<file path="src/rtl/ctrl_pkg.sv">
// Shared encodings for the multicycle control FSM: state codes, ARM condition
// codes and datapath mux selects.
package ctrl_pkg;

  typedef enum logic [3:0] {
    StIdle     = 4'd0,
    StFetch    = 4'd1,
    StDecode   = 4'd2,
    StMemAddr  = 4'd3,
    StMemRead  = 4'd4,
    StMemWb    = 4'd5,
    StMemWrite = 4'd6,
    StExecR    = 4'd7,
    StExecI    = 4'd8,
    StAluWb    = 4'd9,
    StBranch   = 4'd10,
    StError    = 4'd11
  } state_t;

  localparam logic [3:0] CondEq = 4'h0;
  localparam logic [3:0] CondNe = 4'h1;
  localparam logic [3:0] CondCs = 4'h2;
  localparam logic [3:0] CondCc = 4'h3;
  localparam logic [3:0] CondMi = 4'h4;
  localparam logic [3:0] CondPl = 4'h5;
  localparam logic [3:0] CondVs = 4'h6;
  localparam logic [3:0] CondVc = 4'h7;
  localparam logic [3:0] CondHi = 4'h8;
  localparam logic [3:0] CondLs = 4'h9;
  localparam logic [3:0] CondGe = 4'hA;
  localparam logic [3:0] CondLt = 4'hB;
  localparam logic [3:0] CondGt = 4'hC;
  localparam logic [3:0] CondLe = 4'hD;
  localparam logic [3:0] CondAl = 4'hE;

  localparam logic [1:0] SrcBReg  = 2'b00;
  localparam logic [1:0] SrcBImm  = 2'b01;
  localparam logic [1:0] SrcBFour = 2'b10;

  localparam logic [1:0] ResAluOut = 2'b00;
  localparam logic [1:0] ResRdData = 2'b01;
  localparam logic [1:0] ResAluRes = 2'b10;

  localparam logic [1:0] OpDp     = 2'b00;
  localparam logic [1:0] OpMem    = 2'b01;
  localparam logic [1:0] OpBranch = 2'b10;

endpackage

</file>
<file path="src/rtl/cond_check.sv">
// ARM condition-code evaluation against {N,Z,C,V}; AL and 1111 always pass.
module cond_check
  import ctrl_pkg::*;
(
  input  logic [3:0] cond,
  input  logic [3:0] flags,
  output logic       pass
);

  logic n, z, c, v;
  assign {n, z, c, v} = flags;

  always_comb begin
    pass = 1'b1;
    case (cond)
      CondEq:  pass = z;
      CondNe:  pass = !z;
      CondCs:  pass = c;
      CondCc:  pass = !c;
      CondMi:  pass = n;
      CondPl:  pass = !n;
      CondVs:  pass = v;
      CondVc:  pass = !v;
      CondHi:  pass = c && !z;
      CondLs:  pass = !c || z;
      CondGe:  pass = (n == v);
      CondLt:  pass = (n != v);
      CondGt:  pass = !z && (n == v);
      CondLe:  pass = z || (n != v);
      default: pass = 1'b1;
    endcase
  end

endmodule

</file>
<file path="src/rtl/multicycle_ctrl.sv">
// Multicycle control FSM: fetch/decode/execute/memory/writeback sequencing with a
// memory-ready handshake, wait-state watchdog and condition-code gating.
module multicycle_ctrl
  import ctrl_pkg::*;
#(
  parameter bit          MEM_HANDSHAKE = 1'b1,
  parameter int unsigned TIMEOUT_CYC   = 15,
  parameter bit          COND_EN       = 1'b1
) (
  input  logic       clk,
  input  logic       reset,
  input  logic [1:0] op,
  input  logic [5:0] funct,
  input  logic [3:0] rd,
  input  logic [3:0] cond,
  input  logic [3:0] flags,
  input  logic       mem_ready,
  output logic       mem_req,
  output logic       mem_w,
  output logic       adr_src,
  output logic       ir_write,
  output logic       pc_write,
  output logic       reg_w,
  output logic       alu_src_a,
  output logic [1:0] alu_src_b,
  output logic [1:0] result_src,
  output logic       alu_op,
  output logic       flag_w_en,
  output logic       link,
  output logic       bus_error,
  output logic [3:0] state_o
);

  localparam int unsigned WdW = (TIMEOUT_CYC > 0) ? $clog2(TIMEOUT_CYC + 1) : 1;
  localparam logic [WdW-1:0] WdLast = WdW'(TIMEOUT_CYC - 1);

  state_t         state_q, state_d;
  logic [WdW-1:0] wd_q, wd_d;
  logic           ready, waiting, wd_expire, cond_pass, cmp_cmd;

  cond_check u_cond_check (
    .cond  (cond),
    .flags (flags),
    .pass  (cond_pass)
  );

  assign ready     = MEM_HANDSHAKE ? mem_ready : 1'b1;
  assign waiting   = (state_q == StFetch) || (state_q == StMemRead) || (state_q == StMemWrite);
  // Fires on the edge that would complete the TIMEOUT_CYC-th wait cycle.
  assign wd_expire = (TIMEOUT_CYC != 0) && waiting && !ready && (wd_q == WdLast);
  assign cmp_cmd   = (funct[4:3] == 2'b10);
  assign state_o   = state_q;

  always_ff @(posedge clk or negedge reset) begin
    if (!reset) begin
      state_q <= StIdle;
      wd_q    <= '0;
    end else begin
      state_q <= state_d;
      wd_q    <= wd_d;
    end
  end

  always_comb begin
    state_d = state_q;
    case (state_q)
      StIdle:     state_d = StFetch;
      StFetch:    state_d = ready ? StDecode : (wd_expire ? StError : StFetch);
      StDecode: begin
        if (COND_EN && !cond_pass) begin
          state_d = StFetch;
        end else begin
          case (op)
            OpMem:    state_d = StMemAddr;
            OpDp:     state_d = funct[5] ? StExecI : StExecR;
            OpBranch: state_d = StBranch;
            default:  state_d = StFetch;
          endcase
        end
      end
      StMemAddr:  state_d = funct[0] ? StMemRead : StMemWrite;
      StMemRead:  state_d = ready ? StMemWb : (wd_expire ? StError : StMemRead);
      StMemWb:    state_d = StFetch;
      StMemWrite: state_d = ready ? StFetch : (wd_expire ? StError : StMemWrite);
      StExecR:    state_d = StAluWb;
      StExecI:    state_d = StAluWb;
      StAluWb:    state_d = StFetch;
      StBranch:   state_d = StFetch;
      StError:    state_d = StError;
      default:    state_d = StIdle;
    endcase
    wd_d = (waiting && !ready && (state_d == state_q)) ? wd_q + WdW'(1) : '0;
  end

  always_comb begin
    mem_req    = 1'b0;
    mem_w      = 1'b0;
    adr_src    = 1'b0;
    ir_write   = 1'b0;
    pc_write   = 1'b0;
    reg_w      = 1'b0;
    alu_src_a  = 1'b0;
    alu_src_b  = SrcBReg;
    result_src = ResAluOut;
    alu_op     = 1'b0;
    flag_w_en  = 1'b0;
    link       = 1'b0;
    bus_error  = 1'b0;
    case (state_q)
      StFetch: begin
        mem_req    = 1'b1;
        alu_src_a  = 1'b1;
        alu_src_b  = SrcBFour;
        result_src = ResAluRes;
        ir_write   = ready;
        pc_write   = ready;
      end
      StDecode: begin
        alu_src_a  = 1'b1;
        alu_src_b  = SrcBFour;
        result_src = ResAluRes;
      end
      StMemAddr:  alu_src_b = SrcBImm;
      StMemRead: begin
        mem_req = 1'b1;
        adr_src = 1'b1;
      end
      StMemWb: begin
        result_src = ResRdData;
        reg_w      = 1'b1;
        pc_write   = (rd == 4'd15);
      end
      StMemWrite: begin
        mem_req = 1'b1;
        mem_w   = 1'b1;
        adr_src = 1'b1;
      end
      StExecR, StExecI: begin
        alu_src_b = (state_q == StExecI) ? SrcBImm : SrcBReg;
        alu_op    = 1'b1;
        flag_w_en = funct[0];
      end
      StAluWb: begin
        reg_w    = !cmp_cmd;
        pc_write = !cmp_cmd && (rd == 4'd15);
      end
      StBranch: begin
        alu_src_b  = SrcBImm;
        result_src = ResAluRes;
        pc_write   = 1'b1;
        link       = funct[4];
        reg_w      = funct[4];
      end
      StError:  bus_error = 1'b1;
      default: ;
    endcase
  end

endmodule

</file>
<file path="config.mk">
export PLATFORM = sky130hd
export DESIGN_NAME = multicycle_ctrl
export DESIGN_NICKNAME = d
export VERILOG_FILES = /design/src/rtl/ctrl_pkg.sv /design/src/rtl/cond_check.sv /design/src/rtl/multicycle_ctrl.sv
export SDC_FILE = /design/constraint.sdc
export NUM_CORES = 1
export LEC_CHECK = 0
export ABC_CLOCK_PERIOD_IN_PS = 5000
export CORE_ASPECT_RATIO = 1.1
export CORE_MARGIN = 5
export CORE_UTILIZATION = 43
export CTS_CLUSTER_DIAMETER = 150
export DETAILED_ROUTE_END_ITERATION = 10
export GPL_TIMING_DRIVEN = 0
export PLACE_DENSITY = 0.87
export SKIP_LAST_GASP = 1
export SLEW_MARGIN = 20
export SYNTH_ARGS = -nofsm -noshare
export SYNTH_HDL_FRONTEND = slang
export SYNTH_HIERARCHICAL = 1
export SYNTH_SLANG_ARGS = --single-unit
</file>
<file path="constraint.sdc">
create_clock -name clk -period 5 [get_ports clk]
set_clock_uncertainty 0.15 [all_clocks]
set_input_delay 0.5 -clock clk [delete_from_list [all_inputs] [get_ports clk]]
set_output_delay 0.5 -clock clk [all_outputs]
set_load 0.05 [all_outputs]
</file>
# Word level (Yosys, flattened, before mapping)
# Cells that the tools add are included.
dict set report classes {
  add_sub_neg 1
  reduce_logical 26
  n_eq_ne 32
  n_mux 27
}
# op n
set op_table {}
lappend op_table {{4-bit == test, second input constant} 12}
lappend op_table {{4-bit two-way mux} 9}
lappend op_table {{4-bit by 3-bit == test with 1-bit output, second input constant} 8}
lappend op_table {{4-bit one-hot mux with 8 select lines} 1}
lappend op_table {{4-bit by 2-bit == test with 1-bit output, second input constant} 4}
lappend op_table {{1-bit one-hot mux with 14 select lines} 1}
lappend op_table {{4-bit one-hot mux with 3 select lines} 1}
lappend op_table {{1-bit two-way mux} 10}
lappend op_table {{4-bit by 1-bit == test with 1-bit output, second input constant} 2}
lappend op_table {{4-bit logical NOT} 2}
lappend op_table {{2-bit OR reduction} 4}
lappend op_table {{1-bit logical AND} 6}
lappend op_table {{1-bit logical NOT} 6}
lappend op_table {{2-bit one-hot mux with 3 select lines} 1}
lappend op_table {{3-bit OR reduction} 2}
lappend op_table {{4-bit by 1-bit adder with 4-bit output, second input constant} 1}
lappend op_table {{2-bit == test, second input constant} 2}
lappend op_table {{4-bit == test} 1}
lappend op_table {{1-bit logical OR} 4}
lappend op_table {{1-bit one-hot mux with 4 select lines} 1}
lappend op_table {{2-bit one-hot mux with 2 select lines} 1}
lappend op_table {{4-bit OR reduction} 1}
lappend op_table {{1-bit one-hot mux with 3 select lines} 1}
lappend op_table {{2-bit by 1-bit == test with 1-bit output, second input constant} 1}
lappend op_table {{other kinds (4)} 4}
dict set report word_totals {
  register_bits 8
  word_cells 88
  input_bits 23
  output_inout_bits 19
}

# Longest topological paths before layout
# Gate-level depths: netlist (run 1).
dict set report depth {
  word_depth 11
  depth_mapped 9
  depth_no_buf 8
}

# Hierarchy
# The synthesis (run 1) kept the hierarchy.
# mod cells_per_inst instances area_each_um2 seq_area_each_um2
set modules_own_cells {}
lappend modules_own_cells {multicycle_ctrl 92 1 693.2 200.2}
lappend modules_own_cells {cond_check 23 1 165.2 0.0}

# Worst setup path after synthesis (run 1)
# OpenSTA, ideal clock, no wires.
dict set report synth_path {
  path_kind {reg-to-output}
  startpoint {register state_q[3], in the netlist state_o[3]}
  endpoint {output port flag_w_en}
  required_ns 4.350
  stages_incl_launch_ff 5
  t_arrival_ns 2.415
  slack_ns 1.935
  path_buffers 1
  path_cell_list {dfrtp_1 clkbuf_1 nand2b_1 o22ai_1 and2_1}
}
dict set report synth_via {
  elab_chain_cells 3
  elab_cells_between_ends 4
  classes_between {eq/ne (2); mux (1); reduce/logical (1)}
}
# element line
set synth_rtl {}
lappend synth_rtl {{start, declared} multicycle_ctrl.sv:37} ;# state_t state_q, state_d;
lappend synth_rtl {{start signal, assigned} multicycle_ctrl.sv:56} ;# state_q <= StIdle;
lappend synth_rtl {{start signal, assigned} multicycle_ctrl.sv:59} ;# state_q <= state_d;
lappend synth_rtl {{4-bit == test / 4-bit by 3-bit == test with 1-bit output (equally long branches)} multicycle_ctrl.sv:109} ;# case (state_q)
lappend synth_rtl {{2-bit OR reduction (no source line) (*)} n/a}
lappend synth_rtl {{1-bit two-way mux (*)} multicycle_ctrl.sv:109}
lappend synth_rtl {{end, declared} multicycle_ctrl.sv:28} ;# output logic flag_w_en,
# Every way passes the cells marked *; elsewhere a longest branch is shown, timed or not.

# Worst setup path after layout (run 1)
dict set report layout_path {
  startpoint {register state_q[0], in the netlist state_o[0]}
  endpoint {output port pc_write}
}
dict set report layout_via {
  elab_chain_cells 2
  elab_cells_between_ends 5
  classes_between {eq/ne (4); mux (1)}
}
# element line
set layout_rtl {}
lappend layout_rtl {{4-bit == test (tied with other cells)} multicycle_ctrl.sv:109}
lappend layout_rtl {{1-bit one-hot mux with 4 select lines (*)} multicycle_ctrl.sv:109}
lappend layout_rtl {{end, declared} multicycle_ctrl.sv:22} ;# output logic pc_write,
# Marks and branches as above.

==> results_dict.tcl, run 1 <==
set metrics [dict create \
    reg2reg_to "state_o[0]$_DFF_PN0_" \
    syn-num-nets 140 \
    track_usage 0.168 \
    yosysWarnings 6 \
    final-max-slew-violation-count 0 \
    clkTransAtPathRegs_ns 0.04 \
    synth.area.top_cells "dfrtp_1 23%, nor2_1 7.0%, a21oi_1 5.2%" \
    critPathMaxFanout 10 \
    setup_viol 0 \
    start_util 0.439 \
    crit-reg2reg-launch "state_o[1]$_DFF_PN0_" \
    worstHoldEndpoint "wd_q[0]$_DFF_PN0_" \
    vias 964 \
    synthArstFlopShare 1.00 \
    synth_seq_area_share 0.233 \
    drt-total-wl_um 2340 \
    synthCells 115 \
    fill_cells 191 \
    synthToLayoutAreaGrowth_pct 51.0 \
    clock_latency_ns 0.26 \
    drc 0 \
    ioPinCount 42 \
    ys_seq_elements 8 \
    r2r_cells 4 \
    rsz0062_at_grt "false" \
    cts_resized 0 \
    die_w_um 52.6 \
    nets 183 \
    die-area_mm2 0.00299 \
    wire_per_inst_um 12.7 \
    endpoint_kind "output pin" \
    period_minus_slack_ns 3.06 \
    ant_nets 0 \
    h-tree-depth 1 \
    gp_congestion 0.822 \
    antenna_found_initial 0 \
    power_density_mw_per_mm2 614 \
    clock.fmax_mhz 327 \
    crit_required_ns 4.35 \
    grt_pass1_vias 958 \
    antenna_cells 0 \
    grt_pass1_wl_um 3910 \
    setup_tns_ns 0 \
    firstDrtPassIters 4 \
    slew_headroom 0.656 \
    num_rows 17 \
    core_area_mm2 0.00196 \
    synthesis.area_um2 858 \
    critPathKind "reg -> out" \
    viasPerCell 5.24 \
    regToRegSetupSlack_ns 3.17 \
    synth_top_area_share 0.233 \
    cts.sinks 8 \
    post_cts_buffers 0 \
    tightest_slew_ns 0.514 \
    yosysMostFrequentCell "nor2_1" \
    finalCritPeriodShare 0.612 \
    hp-class "reg -> reg" \
    yosysTopAreaCell "dfrtp_1" \
    drive_gt1_frac 0.0833 \
    postCtsHoldBufs 0 \
    synth_edf_count 0 \
    dp_hpwl_um 1920 \
    avgSynthCellArea_um2 7.46 \
    cts_root_buf "clkbuf_4" \
    leakage_nw 0.506 \
    ys_top_cells_by_count "16 x nor2_1, 9 x a21oi_1, 8 x dfrtp_1, 8 x nand2_1, 7 x nand2b_1" \
    cts_buffer_depth 2 \
    maxCapViolCount 0 \
    start_kind "register" \
    die_y_um 56.9 \
    port_buffers 38 \
    cts_tree "done" \
    drt_first_iter_violations 15 \
    worstHoldStart "wd_q[0]$_DFF_PN0_" \
    yosys.cell_types.count 42 \
    numCtsBuffers 3 \
    worst_ep_arrival_time_ns 2.41 \
    hold_viol_final 0 \
    grt_max_degree 11 \
    vdd_drop_max_uv 536 \
    synth_flop_cell "dfrtp_1" \
    overflow 0 \
    status "completed" \
    whs_path_depth 1 \
    holdWs_ns 0.349 \
]
-- placed cells by master (no fill, tap or decap), types with 2 or more instances in the layout --
cell / synthesis / layout
xnor2_1: 5 / 5
ha_1: 2 / 2
nand3b_1: 2 / 2
clkbuf_4: 0 / 3
a21oi_1: 9 / 9
o22ai_1: 3 / 3
inv_1: 5 / 5
nor2_1: 16 / 16
a31oi_1: 3 / 3
nand3_1: 3 / 3
buf_2: 3 / 3
nand2_1: 8 / 8
nand2b_1: 7 / 7
dfrtp_1: 8 / 8
nor3b_1: 3 / 3
o21ai_1: 2 / 2
o21ai_0: 3 / 3
clkbuf_1: 2 / 2
or2_1: 2 / 2
clkdlybuf4s50_1: 0 / 38
nor2b_1: 6 / 6
-- metrics by stage --
step | worst slack [ns] | utilization | std cells | total power, mW | area (um^2)
6_report | 1.94 | 0.662 | 184 | 0.796 | 1300
3_5_place_dp | 2.03 | 0.651 | 181 | 0.749 | 1270
2_1_floorplan | 1.94 | - | 115 | 0.553 | 858
3_3_place_gp | 2.05 | 0.651 | 181 | 0.739 | 1270
5_1_grt | 1.75 | 0.662 | 184 | 0.843 | 1300
4_1_cts | 1.95 | 0.662 | 184 | 0.800 | 1300
-- power breakdown --
part / leakage (nW) / switching (mW) / internal [mW]
Clock: 0.0138 / 0.0207 / 0.0274
Combinational: 0.388 / 0.418 / 0.226
Sequential: 0.105 / 0.0198 / 0.0843
-- registers in the layout, indices dropped and copies added (netlist names) --
signal   count
wd_q         4
state_o      4
-- final cells by class --
class / count / area (um^2) / share of cell area
Multi-Input combinational cell: 95 / 598 / 0.461
Timing Repair Buffer: 38 / 380 / 0.293
Sequential cell: 8 / 200 / 0.154
Buffer: 7 / 41.3 / 0.0319
Tap cell: 28 / 35.0 / 0.0270
Clock buffer: 3 / 22.5 / 0.0174
Inverter: 5 / 18.8 / 0.0145
-- routing by layer --
layer | track usage | vias to the layer above | part of all wire
met5 | 0 | - | 0
met2 | 0.300 | 34 | 0.51
li1 | - | 486 | -
met3 | 0.0186 | 5 | 0.056
met4 | 0.0766 | 0 | 0.017
met1 | 0.193 | 439 | 0.42
-- worst max-delay path, stage by stage, from the launching register on --
cell,delay [ns]
dfrtp_1,0.33
buf_2,0.18
clkbuf_1,0.37
nand3b_1,0.15
nor2_1,0.11
a21oi_1,0.05
o22ai_1,0.14
clkdlybuf4s50_1,0.83
-- worst max-delay path by stage --
stage,start,to,slack [ns],cells past startpoint
6_report,state_o[0]$_DFF_PN0_,pc_write,1.94,7
5_1_grt,state_o[0]$_DFF_PN0_,pc_write,1.75,7
4_1_cts,state_o[0]$_DFF_PN0_,pc_write,1.95,7
3_5_place_dp,cond[1],state_o[0]$_DFF_PN0_,2.03,9
3_3_place_gp,cond[1],state_o[0]$_DFF_PN0_,2.05,9
2_1_floorplan,state_o[3]$_DFF_PN0_,flag_w_en,1.94,4
-- cells by family after synthesis --
logic type                 synth area share
AOI/OAI and AO/OA                     0.245
xor gates and xnor gates             0.0612
adders and majority gates            0.0291
buffers and inverters                0.0700
DFF                                   0.233
muxes                                0.0117
and+or+nand+nor                       0.350
Note: power is estimated with default switching activity, not from simulation.
==> run 2: changes to the inputs <==
Settings changed: ABC_CLOCK_PERIOD_IN_PS 5000 to 2600, CORE_UTILIZATION 43 to 36, PLACE_DENSITY 0.87 to 0.77.
Clock period 5 ns to 2.6 ns, I/O delays scaled along.
==> run 2 against run 1 <==
  * Worst setup slack got worse by 1.8 ns
  * Worst hold slack worse by 0.22 ns
  * Die area increased by 16%
  * Count of clock-buffer cells in the layout did not move
  * Cell count grew 1.1%
  * Register-to-register slack got worse by 2.4 ns
  * Combinational power grew 85%
==> results_dict.tcl, run 2 (synthesis gave the netlist of run 1 again) <==
set metrics [dict create \
    status "completed" \
    register_area_um2 200 \
    clock_latency_ns 0.25 \
    start_kind "register" \
    drc 0 \
    drt_first_iter_violations 21 \
    die-area_mm2 0.00346 \
    vdd_drop_max_uv 622 \
    fill_cells 235 \
    antenna_found_initial 0 \
    finalCritPeriodShare 0.949 \
    cts_root_buf "clkbuf_4" \
    num_rows 18 \
    worst_ep_arrival_time_ns 2.06 \
    setup_tns_ns 0 \
    regToRegSetupSlack_ns 0.82 \
    core_area_mm2 0.00227 \
    overflow 0 \
    cts_buffer_depth 2 \
    grt_max_degree 11 \
    clock.fmax_mhz 405 \
    tightest_slew_ns 0.511 \
    start_util 0.377 \
    die_w_um 56.6 \
    viasPerCell 5.21 \
    dp_hpwl_um 2010 \
    fin_ws_ns 0.133 \
    wire_per_inst_um 13.2 \
    period_minus_slack_ns 2.47 \
    nets 183 \
    final_core_util 0.576 \
    hp-class "in -> async" \
    port_buffers 38 \
    drive_gt1_frac 0.109 \
    numCtsBuffers 3 \
    worstPathCellList "clkbuf_1 -> nand2b_1 -> o22ai_2 -> and2_1 -> dlygate4sd2_1" \
    gp_congestion 0.815 \
    critPathMaxFanout 10 \
    power_density_mw_per_mm2 1130 \
    cts.sinks 8 \
    track_usage 0.148 \
    setup_viol 0 \
    firstDrtPassIters 4 \
    post_cts_buffers 0 \
    antenna_cells 0 \
    final-max-slew-violation-count 0 \
    rsz0062_at_grt "false" \
    r2r_cells 4 \
    final_cell_mix "23 x clkdlybuf4s50_1, 16 x nor2_1, 9 x dlygate4sd2_1" \
    die_y_um 61.2 \
    vias 969 \
    cp_slowest_stage_delay_ns 0.52 \
    multi_input_area_um2 614 \
    cts_tree "done" \
    maxCapViolCount 0 \
    grt_pass1_wl_um 4130 \
    p_total_mw 1.49 \
    drt-total-wl_um 2450 \
    leakage_nw 0.619 \
    endpoint_kind "output pin" \
    clkTransAtPathRegs_ns 0.05 \
    ioPinCount 42 \
    grt_pass1_vias 955 \
    h-tree-depth 1 \
    crit_required_ns 2.19 \
    critPathSlowestCell "dlygate4sd2_1" \
    dp_slack_ns -0.165 \
    hold_viol_final 0 \
    ant_nets 0 \
    final_common_cell "clkdlybuf4s50_1" \
    slew_headroom 0.659 \
    critPathKind "reg -> out" \
    synthToLayoutAreaGrowth_pct 52.8 \
]
==> run 2: repair_timing <==
action,CTS,global route
resized for setup,10,7
setup endpoints to repair,10,6
hold buffers,0,0
==> run 2: worst max-delay path, delay by kind of cell, from the launching register on <==
family,cells,cell delay [ns]
AOI/OAI and AO/OA,1,0.19
and+or+nand+nor,2,0.46
DFF,1,0.39
buffers and inverters,2,0.76
==> run 2: cell type report <==
class | count | area share
Multi-Input combinational cell | 95 | 0.469
Sequential cell | 8 | 0.153
Tap cell | 30 | 0.0286
Buffer | 7 | 0.0315
Clock buffer | 3 | 0.0172
Inverter | 5 | 0.0143
Timing Repair Buffer | 38 | 0.287
==> run 2: per-stage QoR <==
step	area (um^2)	cells	hold slack (ns)
CTS	1300	186	0.133
floorplan	875	115	-0.186
detailed placement	1290	183	0.328
global placement	1290	183	0.317
finish	1310	186	0.129
global route	1310	186	0.158
==> run 2: path summary, 6_finish.rpt <==
check	to	from
max in group asynchronous	state_o[0]$_DFF_PN0_	reset
min reg2reg	wd_q[0]$_DFF_PN0_	wd_q[0]$_DFF_PN0_
min	wd_q[2]$_DFF_PN0_	reset
max reg2reg	state_o[0]$_DFF_PN0_	state_o[1]$_DFF_PN0_
min in group clk	wd_q[0]$_DFF_PN0_	wd_q[0]$_DFF_PN0_
max	flag_w_en	state_o[3]$_DFF_PN0_
==> run 2: per-layer routing <==
layer  routed length [um]  vias to the layer above  share of wire  global-route usage
li1                     -                      490              -                   -
met1                  987                      445           0.40               0.156
met2                 1280                       32           0.52               0.295
met3                  175                        2          0.072              0.0377
met4                    8                        0         0.0033              0.0373
met5                    0                        -              0                   0
==> run 2: report_power, final <==
part / internal (mW) / switching [mW]
Combinational: 0.386 / 0.809
Clock: 0.0527 / 0.0406
Sequential: 0.162 / 0.0362
==> run 3: changes to the inputs <==
Settings changed: CELL_PAD_IN_SITES_DETAIL_PLACEMENT set to 0, CELL_PAD_IN_SITES_GLOBAL_PLACEMENT set to 2, CORE_UTILIZATION 36 to 19, PLACE_DENSITY 0.77 to 0.81.
==> run 3 against run 2 <==
  * Cell area increased by 4.0%
  * Sequential share of layout area shrank 0.59 points
  * Wire length rose by 12%
  * Utilization decreased by 26 points
  * Via count grew 0.93%
  * Count of clock-buffer cells in the layout unchanged
  * Largest power group unchanged
==> results_dict.tcl, run 3 (synthesis gave the netlist of run 1 again) <==
set metrics [dict create \
    finalCritPeriodShare 0.948 \
    tightest_slew_ns 0.522 \
    power_switching_mw 0.909 \
    die-area_mm2 0.00596 \
    viasPerCell 4.66 \
    gp_congestion 0.786 \
    crit-reg2reg-launch "state_o[1]$_DFF_PN0_" \
    cts.sinks 8 \
    die_w_um 74.1 \
    critPathMaxFanout 10 \
    cp_slowest_stage_delay_ns 0.54 \
    drt-total-wl_um 2750 \
    port_buffers 38 \
    slew_headroom 0.651 \
    clock_latency_ns 0.23 \
    cts_tree "done" \
    dpl_cell_area_mm2 0.00132 \
    start_util 0.197 \
    antenna_found_initial 0 \
    post_cts_buffers 0 \
    ant_nets 0 \
    final_cell_mix "23 x clkdlybuf4s50_1, 16 x nor2_1, 10 x dlygate4sd2_1" \
    h-tree-depth 1 \
    worstPathCellList "clkbuf_2 -> nand2b_1 -> a21o_1 -> o22ai_2 -> dlygate4sd2_1" \
    drive_gt1_frac 0.115 \
    drc 0 \
    final-max-slew-violation-count 0 \
    hold_viol_final 0 \
    drt_first_iter_violations 49 \
    crit_required_ns 2.19 \
    status "completed" \
    regToRegSetupSlack_ns 0.82 \
    wire_per_inst_um 13.1 \
    r2r_cells 4 \
    setup_viol 0 \
    final_common_cell "clkdlybuf4s50_1" \
    p_seq_frac 0.129 \
    p_sw_frac 0.584 \
    overflow 0 \
    core_area_mm2 0.00435 \
    clkTransAtPathRegs_ns 0.04 \
    reg2reg_to "state_o[0]$_DFF_PN0_" \
    internal_power_mw 0.647 \
    dp_hpwl_um 2170 \
    critPathSlowestCell "dlygate4sd2_1" \
    vias 978 \
    vdd_drop_max_uv 452 \
    cts_root_buf "clkbuf_8" \
    p_comb_frac 0.776 \
    nets 183 \
    p_clk_frac 0.096 \
    num_rows 25 \
    critPathKind "reg -> out" \
    hp-class "in -> async" \
    ioPinCount 42 \
    synthToLayoutAreaGrowth_pct 58.9 \
    grt_pass1_vias 1011 \
    start_kind "register" \
    postCtsHoldBufs 0 \
    clock.fmax_mhz 406 \
    die_y_um 80.5 \
    grt_max_degree 11 \
    cts_buffer_depth 2 \
    fin_ws_ns 0.134 \
    period_minus_slack_ns 2.47 \
    maxCapViolCount 0 \
    power_density_mw_per_mm2 1140 \
    dp_slack_ns -0.156 \
    holdWs_ns 0.174 \
    leakage_nw 0.622 \
    antenna_cells 0 \
    fin_area_mm2 0.00136 \
    numCtsBuffers 3 \
    worst_ep_arrival_time_ns 2.06 \
    track_usage 0.0932 \
    grt_pass1_wl_um 4460 \
    endpoint_kind "output pin" \
    firstDrtPassIters 4 \
    rsz0062_at_grt "false" \
]
[run 3: power by group through the flow]
stage / logic, mW / clock network [mW] / registers [mW]
3_5_place_dp: 1.28 / 0 / 0.203
2_1_floorplan: 0.794 / 0 / 0.290
6_report: 1.21 / 0.149 / 0.200
4_1_cts: 1.22 / 0.153 / 0.201
3_3_place_gp: 1.27 / 0 / 0.201
5_1_grt: 1.29 / 0.157 / 0.209
[run 3: what timing repair did]
item | in CTS | in global routing
endpoints found under the setup margin | 11 | 6
endpoints found under the hold margin | 0 | 0
gates resized for setup | 11 | 9
[run 3: cell type report]
cell class | count | area, um^2
flip-flops and latches | 8 | 200
well taps | 54 | 67.6
inverters | 5 | 18.8
plain buffers | 7 | 43.8
clock buffers | 3 | 41.3
fillers | 463 | 2980
multi-input cells | 95 | 614
repair buffers | 38 | 378
[run 3: stage by stage]
stage | setup TNS [ns] | power, mW | utilization | cells
after floorplan | 0 | 1.08 | - | 115
after global placement | -0.172 | 1.48 | 0.304 | 207
after detailed placement | -0.255 | 1.48 | 0.304 | 207
after CTS | 0 | 1.57 | 0.311 | 210
after global routing | 0 | 1.66 | 0.314 | 210
final | 0 | 1.56 | 0.314 | 210
[run 3: how the worst max path moves through the flow]
stage	startpoint	end	slack, ns
finish	state_o[3]$_DFF_PN0_	pc_write	0.13
global route	state_o[3]$_DFF_PN0_	pc_write	0.03
CTS	state_o[0]$_DFF_PN0_	pc_write	0.01
detailed placement	cond[1]	state_o[0]$_DFF_PN0_	-0.16
global placement	cond[1]	state_o[0]$_DFF_PN0_	-0.12
floorplan	state_o[1]$_DFF_PN0_	alu_src_b[1]	0.03
[run 3: critical path: cells and delay by family, from the launching register on]
family | cells | cell delay [ns]
compound gates | 2 | 0.38
buf+inv | 2 | 0.75
flops | 1 | 0.39
simple gates | 1 | 0.30
[run 3: routing by layer]
layer | global-route usage | vias up | part of all wire
li1 | - | 487 | -
met2 | 0.170 | 32 | 0.50
met1 | 0.108 | 457 | 0.41
met5 | 0 | - | 0
met4 | 0.0145 | 0 | 0.0018
met3 | 0.0263 | 2 | 0.084
